File: src/rtl/dbus_pkg.sv
// dbus_pkg -- shared definitions for the dbus arbiter slice.
//   BYTE_W        : width of one dbus byte
//   dbus_byte_t   : one dbus byte
//   dbus_state_e  : arbiter FSM state encoding (IDLE=0, ISSUE=1, DRAIN=2)
package dbus_pkg;

  localparam int unsigned BYTE_W = 8;

  typedef logic [BYTE_W-1:0] dbus_byte_t;

  typedef enum logic [1:0] {
    IDLE  = 2'd0,
    ISSUE = 2'd1,
    DRAIN = 2'd2
  } dbus_state_e;

endpackage

File: src/rtl/dbus_arbiter_rr.sv
// rr_arbiter_2 -- two-way round-robin selector, purely combinational.
//   req0_i, req1_i : request levels
//   last_i         : index of the most recently granted requester
//   valid_o        : at least one request present
//   winner_o       : index of the requester to serve
// With both requests present the requester that was not served last wins;
// a lone request always wins.
module rr_arbiter_2 (
  input  logic req0_i,
  input  logic req1_i,
  input  logic last_i,
  output logic valid_o,
  output logic winner_o
);

  always_comb begin
    valid_o = req0_i | req1_i;
    if (req0_i && req1_i) begin
      winner_o = ~last_i;
    end else begin
      winner_o = req1_i;
    end
  end

endmodule

File: src/rtl/dbus_arbiter.sv
// dbus_arbiter -- arbitrates two byte requesters onto a single dbus
// transmitter.
//   i_clock            : sole clock, rising edge
//   i_reset            : asynchronous active-high reset
//   i_req0 / i_data0   : requester 0 pending level and byte
//   o_ack0             : one-cycle pulse, requester 0 byte taken
//   i_req1 / i_data1   : requester 1 pending level and byte
//   o_ack1             : one-cycle pulse, requester 1 byte taken
//   i_busy             : dbus transmitter busy (registered once internally)
//   o_data             : byte presented to dbus, stable while o_enable high
//   o_enable           : dbus send request level
//   o_grant            : index of the last granted requester
//   o_timeout          : sticky transfer-timeout flag
//   o_state            : current FSM state (debug visibility)
// Optional feature: define DBUS_ARB_TIMEOUT_EN to enable the per-transfer
// timeout counter of width c_TIMEOUTWIDTH.
//
// Handshakes: a requester holds i_reqN high with a stable i_dataN until it
// sees o_ackN; the byte is captured in the ack cycle, so the request may
// drop afterwards without disturbing the transfer. Towards the dbus,
// o_enable is held with a stable o_data until the transmitter reports busy;
// the next byte is offered only after busy has dropped again.
module dbus_arbiter
  import dbus_pkg::*;
#(
  parameter int unsigned c_TIMEOUTWIDTH = 16
) (
  input  logic              i_clock,
  input  logic              i_reset,
  input  logic              i_req0,
  input  logic [BYTE_W-1:0] i_data0,
  output logic              o_ack0,
  input  logic              i_req1,
  input  logic [BYTE_W-1:0] i_data1,
  output logic              o_ack1,
  input  logic              i_busy,
  output logic [BYTE_W-1:0] o_data,
  output logic              o_enable,
  output logic              o_grant,
  output logic              o_timeout,
  output logic [1:0]        o_state
);

  dbus_state_e state_q, state_d;
  dbus_byte_t  data_q, data_d;
  logic        busy_q;
  logic        grant_q, grant_d;
  logic        ack0_q, ack0_d;
  logic        ack1_q, ack1_d;
  logic        enable_q, enable_d;
  logic        arb_valid, arb_winner;

`ifdef DBUS_ARB_TIMEOUT_EN
  localparam logic [c_TIMEOUTWIDTH-1:0] CNT_MAX = '1;
  logic [c_TIMEOUTWIDTH-1:0] cnt_q, cnt_d;
  logic                      timeout_q, timeout_d;
`endif

  rr_arbiter_2 u_rr (
    .req0_i   (i_req0),
    .req1_i   (i_req1),
    .last_i   (grant_q),
    .valid_o  (arb_valid),
    .winner_o (arb_winner)
  );

  always_comb begin
    state_d  = state_q;
    data_d   = data_q;
    grant_d  = grant_q;
    enable_d = enable_q;
    ack0_d   = 1'b0;
    ack1_d   = 1'b0;
`ifdef DBUS_ARB_TIMEOUT_EN
    cnt_d     = cnt_q;
    timeout_d = timeout_q;
`endif

    case (state_q)
      IDLE: begin
        enable_d = 1'b0;
        if (arb_valid && !busy_q) begin
          data_d   = arb_winner ? i_data1 : i_data0;
          grant_d  = arb_winner;
          ack0_d   = ~arb_winner;
          ack1_d   = arb_winner;
          enable_d = 1'b1;
          state_d  = ISSUE;
        end
      end
      ISSUE: begin
        enable_d = 1'b1;
        // busy_q seen during the ack cycle predates this byte's o_enable,
        // so it is ignored; this also keeps acks at least 4 cycles apart.
        if (busy_q && !(ack0_q || ack1_q)) begin
          enable_d = 1'b0;
          state_d  = DRAIN;
        end
      end
      DRAIN: begin
        enable_d = 1'b0;
        if (!busy_q) begin
          state_d = IDLE;
        end
      end
      default: begin
        enable_d = 1'b0;
        state_d  = IDLE;
      end
    endcase

`ifdef DBUS_ARB_TIMEOUT_EN
    if (state_q == ISSUE || state_q == DRAIN) begin
      if (cnt_q == CNT_MAX - 1'b1) begin
        // Counter saturates on this edge: abandon the transfer.
        cnt_d     = CNT_MAX;
        timeout_d = 1'b1;
        enable_d  = 1'b0;
        data_d    = '0;
        state_d   = IDLE;
      end else if (state_d != state_q) begin
        cnt_d = '0;
      end else begin
        cnt_d = cnt_q + 1'b1;
      end
    end else begin
      // Held at zero in IDLE so entry into ISSUE starts from a clear count.
      cnt_d = '0;
    end
`endif
  end

  always_ff @(posedge i_clock or posedge i_reset) begin
    if (i_reset) begin
      state_q  <= IDLE;
      busy_q   <= 1'b1;
      data_q   <= '0;
      grant_q  <= 1'b1;
      ack0_q   <= 1'b0;
      ack1_q   <= 1'b0;
      enable_q <= 1'b0;
    end else begin
      state_q  <= state_d;
      busy_q   <= i_busy;
      data_q   <= data_d;
      grant_q  <= grant_d;
      ack0_q   <= ack0_d;
      ack1_q   <= ack1_d;
      enable_q <= enable_d;
    end
  end

`ifdef DBUS_ARB_TIMEOUT_EN
  always_ff @(posedge i_clock or posedge i_reset) begin
    if (i_reset) begin
      cnt_q     <= '0;
      timeout_q <= 1'b0;
    end else begin
      cnt_q     <= cnt_d;
      timeout_q <= timeout_d;
    end
  end

  assign o_timeout = timeout_q;
`else
  // Without the counter the width parameter has no role.
  logic unused_timeout_w;
  assign unused_timeout_w = ^c_TIMEOUTWIDTH;
  assign o_timeout        = 1'b0;
`endif

  assign o_ack0   = ack0_q;
  assign o_ack1   = ack1_q;
  assign o_data   = data_q;
  assign o_enable = enable_q;
  assign o_grant  = grant_q;
  assign o_state  = state_q;

endmodule

File: config.mk
export PLATFORM = sky130hd
export DESIGN_NAME = dbus_arbiter
export DESIGN_NICKNAME = d
export VERILOG_FILES = /design/src/rtl/dbus_pkg.sv /design/src/rtl/dbus_arbiter_rr.sv /design/src/rtl/dbus_arbiter.sv
export SDC_FILE = /design/constraint.sdc
export NUM_CORES = 1
export LEC_CHECK = 0
export CORE_MARGIN = 1.5
export CORE_UTILIZATION = 41
export CTS_CLUSTER_SIZE = 25
export DETAILED_ROUTE_END_ITERATION = 12
export PLACE_DENSITY = 0.83
export SYNTH_ARGS = -nofsm -noshare
export SYNTH_HDL_FRONTEND = slang
export SYNTH_SLANG_ARGS = --single-unit
File: constraint.sdc
create_clock -name i_clock -period 2.7 [get_ports i_clock]
set_input_delay 0.405 -clock i_clock [delete_from_list [all_inputs] [get_ports i_clock]]
set_output_delay 0.405 -clock i_clock [all_outputs]
set_load 0.03 [all_outputs]
==> reports/summary.md, run 1 <==
Outcome
- result of the run: finished clean

Detailed routing
- Pre-antenna DRT Iters: 4
- Avg Vias per Cell: 5.94
- post-route antenna net violation count: 0
- WL final: 1710 um
- Via Count: 618
- number of DRC markers after the initial detailed-route iteration: 5
- average detailed-routed wire length per instance: 16.4 um
- DRC violation count after routing: 0

Synthesis
- combinational family with the most area after synthesis: compound AO/OA/AOI/OAI gates
- Cell variety after synth: 23
- Yosys top cell area share: 46.9%
- Synth Cell Area: 693 um^2
- Post-Syn Nets: 75
- number of enable-type register cells in the synthesized netlist: 0
- largest area contributor in the synthesized netlist: dfrtp_1
- cell count after synthesis: 54
- synthesized-area fraction occupied by and/or/nand/nor cells: 11.0%
- fraction of the yosys area taken by sequential cells: 54.5%
- synthesized-area fraction occupied by ao, oa, aoi and oai cells: 28.3%
- post-synthesis register bit count: 15
- most repeated cell in the gate-level netlist after synthesis: dfrtp_1
- proportion of synthesized area in mux cells: 0%
- adder and majority gate portion of the synthesized area: 0%
- post-synthesis async set-or-reset flop share: 100%
- Avg Synthesized Cell Area: 12.8 um^2
- count of synthesis-stage warnings from yosys: 0
- top cells by area in the synthesized netlist: dfrtp_1 (47%), a2bb2oi_1 (10%), o32ai_1 (10%)
- most frequent cells after synthesis: dfrtp_1 (13), a2bb2oi_1 (8), o32ai_1 (8)
- synthesized-area fraction occupied by xor and xnor cells: 0%
- Main synth FF type: dfrtp_1

Timing
- pin slew with the least headroom to its limit: 554 ps
- post-route fraction of the period consumed by the critical path: 72.5%
- setup repair after global routing missed its margin: false
- worst clock skew: 5.15 ps
- Hold Fails Final Rpt: 0
- setup tns final: 0 ps
- Slew Viols, Final: 0
- achievable clock frequency: 0.511 GHz
- total setup violations reported at the end of the flow: 0
- headroom to the max-slew limit: 63.0%
- crit path time final: 1960 ps

Pwr
- pwr/cell area: 906 mW/mm^2
- static leakage: 0.000415 uW
- maximum VDD drop: 0.539 mV

Global routing
- maximum number of pins on one net before global-route repair: 16
- Tot GR Track Use: 18.7%
- vias in the first global route: 571
- final global-route overflow total: 0
- number of antenna violations at the first check in global routing: 0
- wire length of the first global-routing pass: 2630 um

Worst setup path
- launch instance of the worst register-to-register path: o_state[1]
- required time at the worst-slack endpoint: 2300 ps
- maximum fanout count along the critical path: 7
- R2R cell count: 3
- reg-to-reg endpoint: o_data[3]
- crit path DAT: 1550 ps
- crit start category: flop
- Buf+Inv Stages, Crit Path: 1
- start-to-end type of the worst setup path: flop to primary output
- library cell contributing the largest single delay on the critical path: clkdlybuf4s50_1
- endpoint type of the worst setup path: primary output
- family with the most delay on the worst path: buffers and inverters
- r2r setup slk: 1210 ps
- cell chain of the critical path: clkdlybuf4s50_1
- maximum single-stage delay on the critical path: 740 ps

CTS
- Post-CTS Setup Repair Bufs: 0
- clock root cell: clkbuf_4
- # resized after CTS: 0
- CTS tree: done
- H-tree levels: 1
- number of buffers on the longest clock path: 2
- Clock Latency Late Sink: 280 ps
- number of sinks driven by the clock tree: 15
- Clock Pin Slew Worst Setup and Hold Paths: 90 ps
- number of clock buffers inserted by TritonCTS: 3
- CTS Hold Bufs: 0

Floorplan
- number of core rows: 14
- Top Ports: 36
- starting density of the core: 45.0%
- Chip Height: 44.1 um
- full die area: 0.00195 mm^2
- width of the chip: 44.1 um
- Core ar.: 0.00154 mm^2

Cells and area
- number of nets in the layout: 110
- antenna cells: 0
- share of post-route cells with drive strength above 1: 11.4%
- final std cells w/o fill: 104
- P&R area growth vs syn: 51.4%

Placement
- Final HPWL DP: 1160 um
- global placement routability congestion: 0.689
- placed instance count: 100
- count of buffers inserted at the top-level ports: 34

Job
- max-cap violation count: 0

Worst hold path
- Hold Path Class: primary input to asynchronous set/reset pin

-- state kept, by name, indices dropped and copies added (netlist names) --
register	count
busy_q	1
o_ack0	1
o_ack1	1
o_data	8
o_enable	1
o_grant	1
o_state	2
-- metrics by stage --
step	hold slack (ps)	instance area [um^2]	worst slack [ps]	utilization, %	total power [uW]
3_3_place_gp	522	1020	1010	66.3	818
5_1_grt	521	1050	718	68.1	993
6_report	459	1050	742	68.1	951
4_1_cts	482	1050	753	68.1	954
2_1_floorplan	305	693	1330	-	638
3_5_place_dp	532	1020	936	66.3	823
-- area by class of cell --
class / instances / area [um^2]
fillers: 137 / 492
flip-flops and latches: 15 / 378
repair buffers: 34 / 340
multi-input cells: 33 / 277
clock buffers: 3 / 22.5
well taps: 16 / 20.0
inverters: 2 / 7.51
clock inverters: 1 / 5.00
-- power breakdown --
| group | internal [uW] | total (uW) | switching (uW) | leakage (uW) |
|---|---|---|---|---|
| Sequential | 301 | 359 | 58.3 | 0.000172 |
| Clock | 54.9 | 128 | 73.0 | 0.0000177 |
| Combinational | 220 | 464 | 244 | 0.000225 |
-- layer usage --
layer / wire length (um) / global-route usage (%)
met1: 736 / 26.1
met2: 757 / 28.5
met3: 158 / 5.31
met4: 56 / 5.45
met5: 0 / 0
-- worst max-delay path by stage --
stage	start	endpoint	slack, ps	cells past startpoint
2_1_floorplan	o_grant	o_data[0]	1330	4
3_3_place_gp	i_req0	o_data[2]	1010	4
3_5_place_dp	i_req0	o_data[7]	940	4
4_1_cts	o_state[0]	o_state[0]	750	1
5_1_grt	o_state[0]	o_state[0]	720	1
6_report	o_state[0]	o_state[0]	740	1
-- kinds of logic after synthesis --
kind of cell / after synthesis
AO/OA/AOI/OAI: 23
other: 1
AND/OR/NAND/NOR: 9
flip-flops: 15
buffers and inverters: 6
-- cells in the final DEF (no fill, tap or decap), types with 2 or more instances in the layout --
| master | instances |
|---|---|
| clkdlybuf4s50_1 | 34 |
| nor2_1 | 2 |
| dfrtp_1 | 13 |
| a2bb2oi_1 | 8 |
| o32ai_1 | 8 |
| inv_1 | 2 |
| clkbuf_4 | 3 |
| dfstp_2 | 2 |
| o21a_1 | 2 |
Note: power is estimated with default switching activity, not from simulation.
==> inputs of run 2 (changes only) <==
- CORE_UTILIZATION: 41 -> 38
- PLACE_DENSITY: 0.83 -> 0.78
- clock period: 2.7 -> 1.88 ns (I/O delays scaled with it)
==> run 2 against run 1 <==
  * Setup slack got worse by 680 ps
  * Power increased by 45%
  * Design area rose by 2.4%
  * Largest cell class unchanged
  * First-iteration DRC count increased to 3.4 times the previous value
  * Core utilization shrank 5.9 points
  * Sequential cell count is the same
  * Critical path type unchanged
  * Hold slack got worse by 100 ps
  * Clock skew grew 0.56 ps
==> reports/summary.md, run 2 (same netlist as run 1, synthesis figures left out) <==
Cells and area
- max reg flops: 8, unchanged
- share of post-route cells with drive strength above 1: 12.2%, +0.86 points
- most used cells in the layout excluding fill and tap cells: clkdlybuf4s50_1 (34), dfrtp_1 (13), o32ai_1 (8), a2bb2oi_1 (8), clkbuf_4 (3)
- leading cell type in the layout, fill and taps excluded: clkdlybuf4s50_1
- antenna cells: 0, unchanged
- area taken by flip-flops and latches: 378 um^2, unchanged
- fillers: 158, +15%
- P&R area growth vs syn: 55.1%
- area used by multi-input combinational logic: 277 um^2, unchanged
- number of nets in the layout: 112, +1.8%
- Layout Cell Area excl Fill: 0.00107 mm^2, +2.4%

Global routing
- final global-route overflow total: 0, unchanged
- wire length of the first global-routing pass: 2590 um, -1.3%
- maximum number of pins on one net before global-route repair: 16, unchanged
- vias in the first global route: 573, +0.35%
- Tot GR Track Use: 18.5%, -0.23 points
- number of antenna violations at the first check in global routing: 0, unchanged

Floorplan
- Chip Height: 45.7 um, +3.6%
- starting density of the core: 40.1%, -4.8 points
- number of core rows: 15, +1
- Top Ports: 36, unchanged
- width of the chip: 45.7 um, +3.6%
- full die area: 0.00209 mm^2, +7.4%
- Core ar.: 0.00173 mm^2, +12%

Worst setup path
- R2R cell count: 3, unchanged
- worst setup path endpoint: o_grant
- maximum single-stage delay on the critical path: 670 ps, -70 ps
- crit start category: flop
- required time at the worst-slack endpoint: 1600 ps, -700 ps
- reg-to-reg endpoint: o_data[1]
- endpoint type of the worst setup path: primary output
- library cell contributing the largest single delay on the critical path: clkdlybuf4s50_1
- launch instance of the worst register-to-register path: o_grant
- r2r setup slk: 500 ps, -710 ps
- Buf+Inv Stages, Crit Path: 1, unchanged
- cell chain of the critical path: clkdlybuf4s50_1
- maximum fanout count along the critical path: 5, -2
- family with the most delay on the worst path: buffers and inverters
- crit path DAT: 1530 ps, -20 ps
- WP depth: 1, unchanged
- critical path launch point: o_grant
- start-to-end type of the worst setup path: flop to primary output

Detailed routing
- number of DRC markers after the initial detailed-route iteration: 17, +12
- post-route antenna net violation count: 0, unchanged
- average detailed-routed wire length per instance: 14.9 um, -9.1%
- Pre-antenna DRT Iters: 4, unchanged
- Avg Vias per Cell: 5.36, -9.9%
- Via Count: 616, -0.32%
- WL final: 1720 um, +0.53%
- DRC violation count after routing: 0, unchanged

Job
- max-cap violation count: 0, unchanged

Pwr
- maximum VDD drop: 0.600 mV, +11%
- pwr/cell area: 1280 mW/mm^2, +41%
- static leakage: 0.000422 uW, +1.8%

Placement
- global placement routability congestion: 0.768, +11%
- post-place instance area: 0.00105 mm^2, +2.6%
- count of buffers inserted at the top-level ports: 34, unchanged
- setup slack after placement: 288 ps, -647 ps
- Final HPWL DP: 1260 um, +8.9%

Timing
- crit path time final: 1810 ps
- post-route fraction of the period consumed by the critical path: 96.4%
- setup repair after global routing missed its margin: false
- pin slew with the least headroom to its limit: 570 ps, +15.8 ps
- headroom to the max-slew limit: 62.0%, -1.1 points
- worst clock skew: 5.71 ps, +0.562 ps
- achievable clock frequency: 0.552 GHz
- Hold Fails Final Rpt: 0, unchanged
- Slew Viols, Final: 0, unchanged
- crit path setup slack, layout: 66.8 ps, -675 ps
- setup tns final: 0 ps, unchanged
- total setup violations reported at the end of the flow: 0, unchanged

CTS
- Clock Pin Slew Worst Setup and Hold Paths: 90 ps, about the same
- number of sinks driven by the clock tree: 15, unchanged
- number of clock buffers inserted by TritonCTS: 3, unchanged
- H-tree levels: 1, unchanged
- Clock Latency Late Sink: 280 ps, about the same
- Post-CTS Setup Repair Bufs: 0, unchanged
- CTS Hold Bufs: 0, unchanged
- clock root cell: clkbuf_4
- # resized after CTS: 0, unchanged
- CTS tree: done
- number of buffers on the longest clock path: 2, unchanged

Worst hold path
- Hold Path Class: primary input to asynchronous set/reset pin

Outcome
- result of the run: finished clean

-- run 2: cell types whose count changed in the layout (fill, tap and decap cells not counted) --
| cell | before | now |
|---|---|---|
| clkinv_2 | 1 | 0 |
| buf_4 | 0 | 2 |
| clkbuf_1 | 0 | 1 |
-- run 2: area by class of cell --
| class | count | share of cell area (%) |
|---|---|---|
| clock buffers | 4 | 2.44 |
| inverters | 2 | 0.698 |
| multi-input cells | 33 | 25.7 |
| flip-flops and latches | 15 | 35.2 |
| well taps | 25 | 2.91 |
| repair buffers | 36 | 33.1 |
-- run 2: stage by stage --
stage	hold slack (ps)	util, %	instances	total power, uW
6_report	357	62.2	115	1380
5_1_grt	386	62.2	115	1450
4_1_cts	376	62.2	115	1380
3_5_place_dp	537	60.7	111	1200
3_3_place_gp	529	60.7	111	1190
2_1_floorplan	182	-	54	917
-- run 2: layer usage --
metal	vias up	global-route usage (%)	share of wire [%]	routed length, um
met4	0	14.9	2.9	50
met1	301	22.0	43	734
li1	281	-	-	-
met3	4	4.37	6.0	103
met2	30	28.2	48	828
met5	-	0	0	0
-- run 2: worst min-delay path by stage --
stage / from / end / slack, ps
floorplan: i_reset / o_ack0 / 180
global placement: o_data[3] / o_data[3] / 530
detailed placement: busy_q / o_state[1] / 540
CTS: i_reset / o_enable / 380
global route: i_reset / o_enable / 390
finish: i_reset / o_enable / 360
-- run 2: where the power goes --
part           internal, uW  switching (uW)
combinational           325             359
sequential              432            75.8
clock                  82.3             101
-- run 2: worst register-to-register path: stages, from the launching register on --
cell and delay, ps:
dfstp_2 570, and2b_1 290, o32ai_1 290, a2bb2oi_1 110
==> inputs of run 3 (changes only) <==
--- a/config.mk
+++ b/config.mk
@@ -11,4 +11,5 @@
 export DETAILED_ROUTE_END_ITERATION = 12
 export PLACE_DENSITY = 0.78
+export SLEW_MARGIN = 25
 export SYNTH_ARGS = -nofsm -noshare
 export SYNTH_HDL_FRONTEND = slang
==> constraint.sdc (replaced) <==
create_clock -name i_clock -period 1.88 [get_ports i_clock]
set_input_delay 0.282 -clock i_clock [delete_from_list [all_inputs] [get_ports i_clock]]
set_output_delay 0.282 -clock i_clock [all_outputs]
set_load 0.01 [all_outputs]
==> run 3 against run 2 <==
  * Combinational power fell by 25%
  * Critical path depth stayed put
  * Sequential cell count unchanged
  * Design area is 0.70% lower
  * Final cell count down 0.87%
  * Non-clock buffer count down 1
  * Global-route usage rose by 1.3 points
  * Clock power is essentially flat
  * Setup slack better by 110 ps
  * Critical path type unchanged
  * Critical endpoint is now o_state[0]
  * Largest power group is now sequential cells
==> reports/summary.md, run 3 (same netlist as run 1, synthesis figures left out) <==
CTS
- clock root cell: clkbuf_4
- Post-CTS Setup Repair Bufs: 0, unchanged
- number of buffers on the longest clock path: 2, unchanged
- Clock Latency Late Sink: 280 ps, about the same
- CTS tree: done
- H-tree levels: 1, unchanged
- number of clock buffers inserted by TritonCTS: 3, unchanged
- CTS Hold Bufs: 0, unchanged
- number of sinks driven by the clock tree: 15, unchanged
- # resized after CTS: 0, unchanged
- Clock Pin Slew Worst Setup and Hold Paths: 80 ps, about the same

Cells and area
- most used cells in the layout excluding fill and tap cells: clkdlybuf4s50_1 (34), dfrtp_1 (13), o32ai_1 (8), a2bb2oi_1 (8), clkbuf_4 (3)
- Finished Core Util: 61.8%, -0.43 points
- Layout Cell Area excl Fill: 0.00107 mm^2, -0.70%
- P&R area growth vs syn: 54.0%
- number of nets in the layout: 111, -0.89%
- fillers: 150, -5.1%
- max reg flops: 8, unchanged
- leading cell type in the layout, fill and taps excluded: clkdlybuf4s50_1
- share of post-route cells with drive strength above 1: 11.2%, -0.99 points
- area taken by flip-flops and latches: 378 um^2, unchanged
- area used by multi-input combinational logic: 277 um^2, unchanged
- antenna cells: 0, unchanged

Timing
- worst clock skew: 1.74 ps, -3.97 ps
- setup repair after global routing missed its margin: false
- headroom to the max-slew limit: 62.4%, +0.39 points
- achievable clock frequency: 0.588 GHz, +6.6%
- post-route fraction of the period consumed by the critical path: 90.4%, -6.0 points
- post-route worst hold slack: 369 ps, +12.4 ps
- crit path time final: 1700 ps, -113 ps
- Slew Viols, Final: 0, unchanged
- pin slew with the least headroom to its limit: 564 ps, -5.91 ps
- Hold Fails Final Rpt: 0, unchanged
- total setup violations reported at the end of the flow: 0, unchanged
- setup tns final: 0 ps, unchanged

Worst setup path
- family with the most delay on the worst path: buffers and inverters
- crit start category: flop
- endpoint type of the worst setup path: primary output
- library cell contributing the largest single delay on the critical path: clkdlybuf4s50_1
- maximum fanout count along the critical path: 7, +2
- critical path launch point: o_state[0]
- start-to-end type of the worst setup path: flop to primary output
- crit path DAT: 1420 ps, -110 ps
- Buf+Inv Stages, Crit Path: 1, unchanged
- launch instance of the worst register-to-register path: o_grant
- maximum single-stage delay on the critical path: 600 ps, -70 ps
- cell chain of the critical path: clkdlybuf4s50_1
- required time at the worst-slack endpoint: 1600 ps, about the same

Detailed routing
- average detailed-routed wire length per instance: 15.5 um, +3.8%
- WL final: 1770 um, +2.9%
- Via Count: 599, -2.8%
- DRC violation count after routing: 0, unchanged
- Avg Vias per Cell: 5.25, -1.9%
- Pre-antenna DRT Iters: 4, unchanged
- post-route antenna net violation count: 0, unchanged
- number of DRC markers after the initial detailed-route iteration: 5, -12

Floorplan
- Top Ports: 36, unchanged
- full die area: 0.00209 mm^2, unchanged
- Chip Height: 45.7 um, unchanged
- width of the chip: 45.7 um, unchanged
- Core ar.: 0.00173 mm^2, unchanged
- starting density of the core: 40.1%, unchanged
- number of core rows: 15, unchanged

Placement
- post-place instance area: 0.00104 mm^2, -0.72%
- global placement routability congestion: 0.790, +2.8%
- count of buffers inserted at the top-level ports: 34, unchanged
- Final HPWL DP: 1330 um, +5.2%

Global routing
- maximum number of pins on one net before global-route repair: 16, unchanged
- number of antenna violations at the first check in global routing: 0, unchanged
- wire length of the first global-routing pass: 2750 um, +6.1%
- vias in the first global route: 601, +4.9%
- Tot GR Track Use: 19.8%, +1.3 points
- final global-route overflow total: 0, unchanged

Pwr
- maximum VDD drop: 0.590 mV, -1.6%
- static leakage: 0.000417 uW, -1.2%
- pwr/cell area: 1140 mW/mm^2, -11%
- overall power after layout: 1210 uW, -12%

Job
- max-cap violation count: 0, unchanged

Worst hold path
- Hold Path Class: primary input to asynchronous set/reset pin

Outcome
- result of the run: finished clean

[run 3: cell count changes in the layout (fill, tap and decap cells not counted), sizes merged]
cell,previous run,this run
buf,2,1
[run 3: report_power, final]
part,total (uW),switching (uW),leakage [uW],internal [uW]
combinational,514,194,0.000230,320
sequential,518,85.7,0.000172,432
clock,183,100,0.0000150,82.6
total,1210,380,0.000417,835
[run 3: path summary, 6_finish.rpt]
| path | end | slack (ps) | depth (start not counted) |
|---|---|---|---|
| worst max-delay path | o_state[0] | 180 | 1 |
| worst min-delay path | o_enable | 370 | 2 |
| worst max register to register | o_data[1] | 510 | 3 |
| worst min register to register | o_data[5] | 550 | 1 |
| max in group asynchronous | o_grant | 1140 | 2 |
| min in group i_clock | busy_q | 400 | 1 |
[run 3: layout make-up]
| type | count | share of cell area [%] |
|---|---|---|
| Timing Repair Buffer | 35 | 32.6 |
| Sequential cell | 15 | 35.4 |
| Clock buffer | 4 | 2.46 |
| Multi-Input combinational cell | 33 | 25.9 |
| Tap cell | 25 | 2.93 |
| Inverter | 2 | 0.703 |
[run 3: routing by layer]
layer	routed length (um)	part of all wire (%)	global-route usage (%)
met5	0	0	0
met3	106	6.0	3.97
met1	676	38	22.0
met2	921	52	31.5
met4	62	3.5	17.7
[run 3: through the flow]
| step | cells | worst slack, ps |
|---|---|---|
| final | 114 | 180 |
| after global routing | 114 | 133 |
| after CTS | 114 | 171 |
| after detailed placement | 110 | 276 |
| after global placement | 110 | 316 |
| after floorplan | 54 | 593 |
